### config.mk
export PLATFORM = sky130hd
export DESIGN_NAME = mag_frame_tx_flat
export DESIGN_NICKNAME = d
export VERILOG_FILES = /design/src/rtl/mag_frame_tx_if.sv /design/src/rtl/mag_frame_tx.sv /design/src/flat_wrapper.sv
export SDC_FILE = /design/constraint.sdc
export NUM_CORES = 1
export LEC_CHECK = 0
export ABC_CLOCK_PERIOD_IN_PS = 2100
export BUFFER_PORTS_ARGS = -buffer_cell sky130_fd_sc_hd__buf_2
export CORE_ASPECT_RATIO = 0.9
export CORE_MARGIN = 5
export CORE_UTILIZATION = 45
export DETAILED_ROUTE_END_ITERATION = 10
export PLACE_DENSITY = 0.75
export SLEW_MARGIN = 40
export SYNTH_ARGS = -nofsm -noshare
export SYNTH_HDL_FRONTEND = slang
export SYNTH_SLANG_ARGS = --single-unit
### constraint.sdc
create_clock -name sys_clk -period 2.1 [get_ports sys_clk]
set_input_delay 0.105 -clock sys_clk [delete_from_list [all_inputs] [get_ports sys_clk]]
set_output_delay 0.105 -clock sys_clk [all_outputs]
set_load 0.02 [all_outputs]
### src/rtl/mag_frame_tx_if.sv
// UART byte handshake between the magnitude framer (master) and uart_controller (slave).
interface mag_frame_tx_if;
  logic [7:0] TX_DATA;
  logic       TX_LOAD;
  logic       TX_LOAD_OKAY;

  modport master (output TX_DATA, output TX_LOAD, input TX_LOAD_OKAY);
  modport slave  (input TX_DATA, input TX_LOAD, output TX_LOAD_OKAY);
endinterface

### src/rtl/mag_frame_tx.sv
// Serialises Goertzel magnitude snapshots into UART byte frames, with a 1-deep pending slot.
// Optional checksum byte before the terminating 0x0A: define MAG_FRAME_CHECKSUM_EN.
module mag_frame_tx #(
  parameter int GUARD_CYC = 2
) (
  input  logic           sys_clk,
  input  logic           rst_n,
  input  logic           G_READY,
  input  logic [15:0]    G0,
  input  logic [15:0]    G1,
  input  logic [4:0]     current_run,
  mag_frame_tx_if.master tx,
  output logic           busy,
  output logic [7:0]     drop_cnt
);

`ifdef MAG_FRAME_CHECKSUM_EN
  localparam logic [3:0] LAST_IDX = 4'd8;
`else
  localparam logic [3:0] LAST_IDX = 4'd7;
`endif
  localparam int GUARD_LAST = (GUARD_CYC > 1) ? GUARD_CYC - 1 : 0;
  localparam int GW         = (GUARD_LAST > 0) ? $clog2(GUARD_LAST + 1) : 1;

  typedef enum logic [2:0] {IDLE, LOAD, GUARD, WAIT_OK, NEXT} state_t;

  state_t          state_q, state_d;
  logic [3:0]      byte_idx_q;
  logic [GW-1:0]   guard_cnt_q;
  logic [4:0]      f_run_q, p_run_q;
  logic [15:0]     f_g0_q, f_g1_q, p_g0_q, p_g1_q;
  logic            p_vld_q;
  logic [7:0]      tx_data_q;
  logic            tx_load_q;
  logic [7:0]      drop_cnt_q;
  logic [7:0]      byte_sel;
  logic            load_fire, take_pend, take_live, pend_wr, pend_drop;
  logic            last_byte, guard_done;

  assign last_byte  = (byte_idx_q == LAST_IDX);
  assign guard_done = (guard_cnt_q == GW'(GUARD_LAST));

  always_ff @(posedge sys_clk or negedge rst_n) begin
    if (!rst_n) state_q <= IDLE;
    else        state_q <= state_d;
  end

  always_comb begin
    state_d   = state_q;
    load_fire = 1'b0;
    take_pend = 1'b0;
    take_live = 1'b0;
    case (state_q)
      IDLE: begin
        // An entry left in pending by a snapshot that landed on the final byte goes first.
        if (p_vld_q) begin
          take_pend = 1'b1;
          state_d   = LOAD;
        end else if (G_READY) begin
          take_live = 1'b1;
          state_d   = LOAD;
        end
      end
      LOAD: begin
        if (tx.TX_LOAD_OKAY) begin
          load_fire = 1'b1;
          state_d   = GUARD;
        end
      end
      GUARD:   if (guard_done) state_d = WAIT_OK;
      WAIT_OK: if (tx.TX_LOAD_OKAY) state_d = NEXT;
      NEXT: begin
        if (!last_byte) begin
          state_d = LOAD;
        end else if (p_vld_q) begin
          take_pend = 1'b1;
          state_d   = LOAD;
        end else begin
          state_d = IDLE;
        end
      end
      default: state_d = IDLE;
    endcase
  end

  // Any snapshot not taken straight into the frame lands in pending.
  assign pend_wr   = G_READY && !take_live;
  assign pend_drop = pend_wr && p_vld_q && !take_pend;

`ifdef MAG_FRAME_CHECKSUM_EN
  logic [7:0] chk;
  // The two 0x2C separators cancel out of the XOR.
  assign chk = {3'b000, f_run_q} ^ f_g0_q[7:0] ^ f_g0_q[15:8] ^ f_g1_q[7:0] ^ f_g1_q[15:8];
`endif

  always_comb begin
    byte_sel = 8'h0A;
    case (byte_idx_q)
      4'd0:       byte_sel = {3'b000, f_run_q};
      4'd1, 4'd4: byte_sel = 8'h2C;
      4'd2:       byte_sel = f_g0_q[7:0];
      4'd3:       byte_sel = f_g0_q[15:8];
      4'd5:       byte_sel = f_g1_q[7:0];
      4'd6:       byte_sel = f_g1_q[15:8];
`ifdef MAG_FRAME_CHECKSUM_EN
      4'd7:       byte_sel = chk;
`endif
      default:    byte_sel = 8'h0A;
    endcase
  end

  always_ff @(posedge sys_clk or negedge rst_n) begin
    if (!rst_n) begin
      byte_idx_q  <= '0;
      guard_cnt_q <= '0;
      f_run_q     <= '0;
      f_g0_q      <= '0;
      f_g1_q      <= '0;
      p_run_q     <= '0;
      p_g0_q      <= '0;
      p_g1_q      <= '0;
      p_vld_q     <= 1'b0;
      tx_data_q   <= '0;
      tx_load_q   <= 1'b0;
      drop_cnt_q  <= '0;
    end else begin
      tx_load_q <= load_fire;
      if (load_fire) tx_data_q <= byte_sel;

      guard_cnt_q <= (state_q == GUARD && !guard_done) ? guard_cnt_q + GW'(1) : '0;

      if (state_q == NEXT) byte_idx_q <= last_byte ? 4'd0 : byte_idx_q + 4'd1;

      if (take_live) begin
        f_run_q <= current_run;
        f_g0_q  <= G0;
        f_g1_q  <= G1;
      end else if (take_pend) begin
        f_run_q <= p_run_q;
        f_g0_q  <= p_g0_q;
        f_g1_q  <= p_g1_q;
      end

      if (pend_wr) begin
        p_run_q <= current_run;
        p_g0_q  <= G0;
        p_g1_q  <= G1;
        p_vld_q <= 1'b1;
      end else if (take_pend) begin
        p_vld_q <= 1'b0;
      end

      if (pend_drop && drop_cnt_q != 8'hFF) drop_cnt_q <= drop_cnt_q + 8'd1;
    end
  end

  assign busy       = (state_q != IDLE);
  assign tx.TX_DATA = tx_data_q;
  assign tx.TX_LOAD = tx_load_q;
  assign drop_cnt   = drop_cnt_q;

endmodule

### src/flat_wrapper.sv
// flat-port wrapper written by rule: the top's interface ports become plain ports
module mag_frame_tx_flat 
#(
  parameter int GUARD_CYC = 2
)
  (sys_clk, rst_n, G_READY, G0, G1, current_run, busy, drop_cnt, tx_TX_DATA, tx_TX_LOAD, tx_TX_LOAD_OKAY);
  mag_frame_tx_if tx_i ();
  input  logic sys_clk;
  input  logic rst_n;
  input  logic G_READY;
  input  logic [15:0] G0;
  input  logic [15:0] G1;
  input  logic [4:0] current_run;
  output logic busy;
  output logic [7:0] drop_cnt;
  output wire logic [$bits(tx_i.TX_DATA)-1:0] tx_TX_DATA;
  output wire logic [$bits(tx_i.TX_LOAD)-1:0] tx_TX_LOAD;
  input wire logic [$bits(tx_i.TX_LOAD_OKAY)-1:0] tx_TX_LOAD_OKAY;
  assign tx_TX_DATA = tx_i.TX_DATA;
  assign tx_TX_LOAD = tx_i.TX_LOAD;
  assign tx_i.TX_LOAD_OKAY = tx_TX_LOAD_OKAY;
  mag_frame_tx #(.GUARD_CYC(GUARD_CYC)) u_core (.sys_clk(sys_clk), .rst_n(rst_n), .G_READY(G_READY), .G0(G0), .G1(G1), .current_run(current_run), .tx(tx_i), .busy(busy), .drop_cnt(drop_cnt));
endmodule
==> results of run 1 <==
==> metrics by stage <==
stage | hold WS, ps | utilization
5_1_grt | 3.98 | 0.544
3_3_place_gp | 130 | 0.512
2_1_floorplan | -191 | -
3_5_place_dp | 134 | 0.512
6_report | 13.4 | 0.544
4_1_cts | 7.42 | 0.544
==> cell usage after synthesis (4+ instances only) <==
master	n	area, um^2
mux2_2	40	450
nand2_1	11	41.3
a21o_1	4	30.0
o21ai_0	7	35.0
clkbuf_1	16	60.1
nor3_1	4	20.0
a21oi_1	48	240
inv_1	6	22.5
xnor2_1	8	70.1
mux2i_1	37	370
dfrtp_1	100	2500
a22o_1	6	52.6
a221oi_1	4	35.0
nand3_1	8	40.0
buf_6	5	56.3
nor2_1	45	169
ha_1	5	62.6
==> worst paths after layout <==
check                                             to  slack, ps
worst max register to register      u_core.f_g1_q[6]         70
worst min register to register    u_core.guard_cnt_q        440
min in group asynchronous       u_core.tx.TX_DATA[6]        310
worst max-delay path                u_core.f_g1_q[6]         70
max in group asynchronous           u_core.p_g1_q[1]       1100
worst min-delay path               u_core.p_g0_q[12]         10
==> power groups by stage <==
| stage | Sequential, uW | Clock, uW | Combinational [uW] |
|---|---|---|---|
| global placement | 3160 | 0 | 2590 |
| finish | 3180 | 1650 | 2700 |
| CTS | 3170 | 1680 | 2710 |
| floorplan | 3140 | 0 | 1870 |
| global route | 3270 | 1770 | 3010 |
| detailed placement | 3190 | 0 | 2670 |
==> repair_timing <==
action | 4_1_cts | 5_1_grt
hold buffers | 1 | 0
resized for setup | 0 | 1
endpoints found under the setup margin | 0 | 1
hold endpoints to repair | 40 | 0
==> layout make-up <==
| type | count | area (um^2) | area share |
|---|---|---|---|
| Tap cell | 126 | 158 | 0.0296 |
| Sequential cell | 100 | 2500 | 0.470 |
| Inverter | 7 | 26.3 | 0.00494 |
| Clock inverter | 3 | 46.3 | 0.00870 |
| Multi-Input combinational cell | 262 | 1900 | 0.358 |
| Timing Repair Buffer | 71 | 430 | 0.0809 |
| Clock buffer | 11 | 253 | 0.0475 |
==> logic make-up (layout without fill, tap and decap cells) <==
kind of cell	Yosys count	count (layout)
xor+xnor	9	9
simple gates	86	86
compound gates	85	85
flops	100	100
fa+ha+maj	5	5
buf+inv	32	92
mux	77	77
==> routing by layer <==
layer  routed length [um]  up-vias  share of wire  GRT usage
met5                    0        -              0          0
met4                   87        0         0.0090     0.0323
met3                  509       10          0.053     0.0430
met2                 4840       88           0.50      0.272
met1                 4250     1593           0.44      0.226
li1                     -     1514              -          -
==> registers in the layout, indices dropped and copies added (netlist names), 5 cells and up <==
register	count
u_core.f_g1_q	16
u_core.p_g0_q	16
u_core.f_g0_q	16
u_core.p_g1_q	16
u_core.drop_cnt	8
u_core.f_run_q	5
u_core.tx.TX_DATA	8
u_core.p_run_q	5
==> impl_metrics.yaml, run 1 <==
grt:
  grt_usage: 0.166
  grt_pass1_vias: 3312
  gr-total-overflow: 0
  grt_pass1_wl_mm: 16.3
  antenna_found_initial: 0
  grt_max_degree: 75
logic_synthesis:
  synth-edff-count: 0
  synthMuxAreaShare: 0.180
  synthesis.area_um2: 4550
  synth_top_family_by_area: "multiplexers"
  synth_warnings: 0
  synth-simple-area-share: 0.0883
  synthAdderAreaFrac: 0.0137
  synth_top_flop_cell: "dfrtp_1"
  synthArstFlopShare: 1.00
  avgSynthCellArea_um2: 11.5
  yosys.cell_types.count: 43
  synth-xor-area-share: 0.0173
  ys_ff_latch: 100
  synth_compound_area_frac: 0.114
  synth_nets: 440
  syn_inst: 394
  synth_seq_area_share: 0.550
finish:
  area_growth_pct: 16.9
  antennaDiodeCount: 0
  nFillCells: 875
  drive_above_1_share: 0.282
  num-nets-final: 497
  stdcell_area_um2: 5320
  final_cells: 580
  final_common_cell: "dfrtp_1"
  final_cell_mix: "100 x dfrtp_1, 57 x buf_2, 48 x a21oi_1"
timing:
  clock_skew_ps: 6.44
  fin_ws_ps: 65.5
  maxSlewViolCount: 0
  relSlewSlack: 0.623
  setup_tns_ps: 0
  period_minus_slack_ps: 2030
  rsz0062_at_grt: "false"
  final.period_utilization: 0.969
  tightest_slew_ps: 565
  hold_viol: 0
  max_freq_mhz: 492
  setup_viol: 0
power_and_ir_drop:
  intPower_uw: 4810
  clkPwrFrac: 0.219
  p_seq_frac: 0.423
  ir_worst_vdd_mv: 0.729
  report.power.total_uw: 7530
  power_density_nw_per_um2: 1410
  p_leak_uw: 0.00258
  comb_power_share: 0.359
  p_sw_frac: 0.361
  p_switching_uw: 2720
setup_path:
  path_delay_family: "simple AND/OR/NAND/NOR gates"
  reg2regPathDepth: 5
  arrival_ps: 2240
  cp-start-kind: "flop"
  end_kind: "flop"
  r2r-start: "u_core.state_q[2]"
  slowest_delay_ps: 510
  cp_max_fo: 37
  path_class: "flop to flop"
  worst-endpoint-required_ps: 2310
  startpoint: "u_core.state_q[2]"
  worst-path-buf-inv: 1
  path_cells: "or3_4 > or3b_2 > buf_12 > mux2i_1 > a21oi_1"
  slowest_stage: "or3b_2"
  cp.depth: 5
floorplan:
  start_util: 0.465
  die_w_um: 116
  core_um2: 9780
  die_area_um2: 12200
  die_h_um: 105
  io_pins: 59
  fp-row-count: 34
clock_tree:
  cts_tree: "done"
  cts_sinks: 100
  clk_path_buf_depth: 2
  clk_pin_slew_worst_paths_ps: 70
  cts-buffers-inserted: 9
  htree_levels: 3
  cts-root-buf: "clkbuf_16"
  clk_latency_ps: 340
  post_cts_buffers: 0
detailed_routing:
  drc_errors: 0
  ant_nets: 0
  dr_total_vias: 3205
  dr.pass1.iters: 5
  drt_iter0_drc: 251
  wl_per_cell_um: 16.7
  routed_wl_mm: 9.68
  via_per_inst: 5.53
worst_hold_path:
  hold_class: "input port to flop"
  hold_start: "G0[12]"
  holdPathStages: 2
outcome:
  status: "completed"
placed_design:
  io_buffers: 58
  placed_area_um2: 5010
  dp_cells: 565
  gp_congestion: 0.804
  dpl.hpwl_mm: 6.53
  pre_cts_slack_ps: 89.4
job:
  drv_cap: 0
No activity file was read; power rests on OpenSTA's default activity.
==> inputs of run 2 (changes only) <==
HOLD_SLACK_MARGIN = 0.03   (was unset)
==> impl_metrics.yaml, run 2 (synthesis gave the netlist of run 1 again) <==
outcome:
  status: "completed"
timing:
  final.period_utilization: 0.968
  setup_viol: 0
  tightest_slew_ps: 559
  holdWs_ps: 30.7
  rsz0062_at_grt: "false"
  fin_ws_ps: 67.8
  hold_viol: 0
  relSlewSlack: 0.627
  maxSlewViolCount: 0
  period_minus_slack_ps: 2030
  max_freq_mhz: 492
  setup_tns_ps: 0
  clock_skew_ps: 7.40
clock_tree:
  htree_levels: 3
  cts-buffers-inserted: 9
  clk_path_buf_depth: 2
  cts_tree: "done"
  clk_pin_slew_worst_paths_ps: 70
  post_cts_buffers: 0
  cts-root-buf: "clkbuf_16"
  cts_sinks: 100
  clk_latency_ps: 340
floorplan:
  core_um2: 9780
  fp-row-count: 34
  start_util: 0.465
  die_area_um2: 12200
  die_h_um: 105
  die_w_um: 116
  io_pins: 59
finish:
  final_util: 0.580
  antennaDiodeCount: 0
  area_growth_pct: 24.6
  num-nets-final: 532
  final_common_cell: "dfrtp_1"
  drive_above_1_share: 0.262
  final_cell_mix: "100 x dfrtp_1, 57 x buf_2, 48 x a21oi_1"
setup_path:
  arrival_ps: 2240
  path_class: "flop to flop"
  cp-start-kind: "flop"
  end_kind: "flop"
  worst-endpoint-required_ps: 2310
  cp_max_fo: 37
detailed_routing:
  via_per_inst: 5.41
  routed_wl_mm: 9.87
  ant_nets: 0
  wl_per_cell_um: 16.0
  drc_errors: 0
  dr_total_vias: 3327
  dr.pass1.iters: 5
  drt_iter0_drc: 269
power_and_ir_drop:
  ir_worst_vdd_mv: 0.728
  power_density_nw_per_um2: 1330
  p_leak_uw: 0.00273
placed_design:
  pre_cts_slack_ps: 89.4
  dpl.hpwl_mm: 6.53
  gp_congestion: 0.804
  io_buffers: 58
grt:
  grt_pass1_wl_mm: 16.9
  grt_max_degree: 75
  gr-total-overflow: 0
  grt_pass1_vias: 3498
  grt_usage: 0.172
  antenna_found_initial: 0
job:
  drv_cap: 0
worst_hold_path:
  hold_class: "input port to flop"
run 2: stage by stage:
stage	power, uW	instance area (um^2)	cells
after floorplan	5010	4550	394
after global placement	5750	5010	565
after detailed placement	5860	5010	565
after CTS	7610	5670	615
after global routing	8110	5670	615
final	7570	5670	615
run 2: repair_timing:
action                                 CTS  global route
setup endpoints to repair                0             1
resized for setup                        0             1
endpoints found under the hold margin   75             0
hold buffers                            36             0
run 2: power by group:
group / switching [uW] / internal [uW]
Clock: 672 / 979
Sequential: 537 / 2640
Combinational: 1510 / 1240
Total: 2720 / 4850
run 2: critical path, cell delays in order (launching register included):
cell,delay (ps)
dfrtp_1,390
or3_4,410
or3b_2,510
buf_12,220
mux2i_1,250
a21oi_1,110
run 2: per-layer routing:
metal	vias to the layer above	global-route usage	routed length, um
met2	85	0.288	4940
met5	-	0	0
li1	1585	-	-
met3	20	0.0413	525
met1	1637	0.228	4230
met4	0	0.0323	174
run 2: cell type report:
cell class                 instances  area (um^2)
tap                              126          158
clock buffer                      11          253
fill                             839         4110
timing repair buffer             106          781
multi-input combinational        262         1900
inverter                           7         26.3
sequential                       100         2500
clock inverter                     3         46.3
run 2: path summary, 6_finish.rpt:
path,start,endpoint,slack [ps],cells after the start
max in group asynchronous,rst_n,u_core.p_g1_q[1],1110,3
worst max-delay path,u_core.state_q[2],u_core.f_g1_q[6],70,5
worst min-delay path,G1[0],u_core.p_g1_q[0],30,2
worst min register to register,u_core.guard_cnt_q,u_core.guard_cnt_q,440,1
worst max register to register,u_core.state_q[2],u_core.f_g1_q[6],70,5
min in group asynchronous,rst_n,u_core.state_q[2],310,2
==> inputs of run 3 (changes only) <==
ABC_AREA = 1   (was unset)
PLACE_DENSITY = 0.74   (was 0.75)
==> impl_metrics.yaml, run 3 <==
outcome:
  status: "completed"
logic_synthesis:
  synthesis.area_um2: 4950
  netlist.area_leader.share: 0.505
  synth_common_cells: "259 x nand2_1, 100 x dfrtp_1, 74 x o21ai_0, 68 x inv_1, 24 x nand3_1"
  synth_warnings: 0
  synth-edff-count: 0
  syn_inst: 633
  synth_largest_area_cell: "dfrtp_1"
  synth_seq_area_share: 0.505
  ys_ff_latch: 100
  synthTopCellsByArea: "dfrtp_1 51%, nand2_1 20%, o21ai_0 7.5%"
  yosys.cell_types.count: 31
  synth_nets: 679
  yosysMostFrequentCell: "nand2_1"
  avgSynthCellArea_um2: 7.83
  synth_top_flop_cell: "dfrtp_1"
  synthArstFlopShare: 1.00
detailed_routing:
  dr.pass1.iters: 7
  wl_per_cell_um: 13.4
  ant_nets: 0
  drt_iter0_drc: 287
  via_per_inst: 5.03
  routed_wl_mm: 11.1
  drc_errors: 0
  dr_total_vias: 4189
setup_path:
  slowest_delay_ps: 420
  cp_max_fo: 32
  path_cells: "ha_1 > nand2_2 > nand2_1 > nand2_4 > nand2_4 > inv_2 > nand2_1 > nand2_1"
  worstReg2RegEnd: "u_core.f_g0_q[10]"
  crit_top_cell: "nand2_1"
  r2r_slack_ps: 190
  r2r-start: "u_core.byte_idx_q[0]"
  worst-endpoint-required_ps: 2380
  end_kind: "flop"
  cp-start-kind: "flop"
  arrival_ps: 2190
  worst-path-buf-inv: 1
  path_delay_family: "simple AND/OR/NAND/NOR gates"
  reg2regPathDepth: 8
  slowest_stage: "inv_2"
  path_class: "flop to flop"
  startpoint: "u_core.byte_idx_q[0]"
timing:
  hold_viol: 0
  setup_viol: 0
  maxSlewViolCount: 0
  rsz0062_at_grt: "false"
  period_minus_slack_ps: 1910
  relSlewSlack: 0.655
  max_freq_mhz: 524
  holdWs_ps: 30.2
  clock_skew_ps: 9.88
  fin_ws_ps: 191
  setup_tns_ps: 0
  final.period_utilization: 0.909
  tightest_slew_ps: 517
floorplan:
  start_util: 0.458
  fp-row-count: 36
  core_um2: 10800
  io_pins: 59
  die_h_um: 110
  die_area_um2: 13200
  die_w_um: 121
clock_tree:
  cts-root-buf: "clkbuf_16"
  clk_path_buf_depth: 2
  cts_sinks: 100
  cts-buffers-inserted: 9
  clk_pin_slew_worst_paths_ps: 70
  cts_tree: "done"
  post_cts_resized: 0
  clk_latency_ps: 350
  post_cts_buffers: 0
  htree_levels: 3
finish:
  drive_above_1_share: 0.137
  area_growth_pct: 15.5
  num-nets-final: 741
  antennaDiodeCount: 0
  final_common_cell: "nand2_1"
  final_cell_mix: "259 x nand2_1, 100 x dfrtp_1, 74 x o21ai_0"
power_and_ir_drop:
  p_leak_uw: 0.00310
  power_density_nw_per_um2: 1280
  ir_worst_vdd_mv: 0.427
worst_hold_path:
  holdPathStages: 3
  hold_start: "G0[11]"
  min_delay_worst_endpoint: "u_core.p_g0_q[11]"
  hold_class: "input port to flop"
placed_design:
  gp_congestion: 0.951
  dpl.hpwl_mm: 7.54
  pre_cts_slack_ps: 279
  io_buffers: 58
grt:
  grt_pass1_vias: 3913
  grt_usage: 0.176
  grt_max_degree: 65
  gr-total-overflow: 0
  grt_pass1_wl_mm: 18.7
  antenna_found_initial: 0
job:
  drv_cap: 0
==> run 3: cell types whose count changed after synthesis, moves of 14 or more <==
cell / before / now
o21ai_1: 0 / 17
o21ai_0: 7 / 74
mux2i_1: 37 / 0
clkbuf_1: 16 / 2
nand2_1: 11 / 259
nor2_1: 45 / 21
inv_1: 6 / 68
a21oi_1: 48 / 4
nand3_1: 8 / 24
mux2_2: 40 / 0
==> run 3: layout make-up <==
type / instances / area, um^2
clock inverters: 4 / 56.3
well taps: 133 / 166
multi-input cells: 437 / 1990
repair buffers: 76 / 483
flip-flops and latches: 100 / 2500
inverters: 71 / 269
fillers: 1006 / 5090
clock buffers: 12 / 256
==> run 3: worst min-delay path, cell delays in order <==
cell and delay [ps]:
buf_2 90, inv_1 60, o21ai_0 80
==> run 3: per-layer routing <==
layer,GRT usage,vias to the layer above,part of all wire
met3,0.0340,20,0.051
met1,0.243,1946,0.46
met5,0,-,0
met2,0.279,120,0.47
met4,0.0639,0,0.021
li1,-,2103,-
==> run 3: how the worst max path moves through the flow <==
stage	slack, ps	cells after the start	to
global placement	380	8	u_core.f_g0_q[5]
CTS	190	8	u_core.f_g0_q[10]
floorplan	580	7	u_core.drop_cnt[5]
finish	190	8	u_core.f_g0_q[10]
global route	40	8	u_core.f_g0_q[10]
detailed placement	280	8	u_core.f_g0_q[6]
==> run 3: metrics by stage <==
| step | area [um^2] | power, uW | util | std cells |
|---|---|---|---|---|
| final | 5720 | 7320 | 0.529 | 833 |
| after global routing | 5720 | 7880 | 0.529 | 833 |
| after CTS | 5720 | 7360 | 0.529 | 833 |
| after detailed placement | 5290 | 5540 | 0.489 | 805 |
| after global placement | 5290 | 5430 | 0.489 | 805 |
| after floorplan | 4950 | 4910 | - | 633 |
==> run 3: cells by family after synthesis <==
group | synth area share
AND/OR/NAND/NOR | 0.272
AO/OA/AOI/OAI | 0.108
flip-flops | 0.505
buffers and inverters | 0.0934
XOR/XNOR | 0.00884
adder cells (fa/ha/maj) | 0.0126
==> run 3: power by group <==
part           internal [uW]  leakage [uW]  total [uW]  switching (uW)
clock                    999      0.000153        1740             738
combinational            863       0.00169        2610            1750
sequential              2540       0.00126        2970             432
==> run 3: timing repair <==
action,CTS,global route
hold buffers,12,0
endpoints found under the hold margin,49,0
setup endpoints to repair,0,0
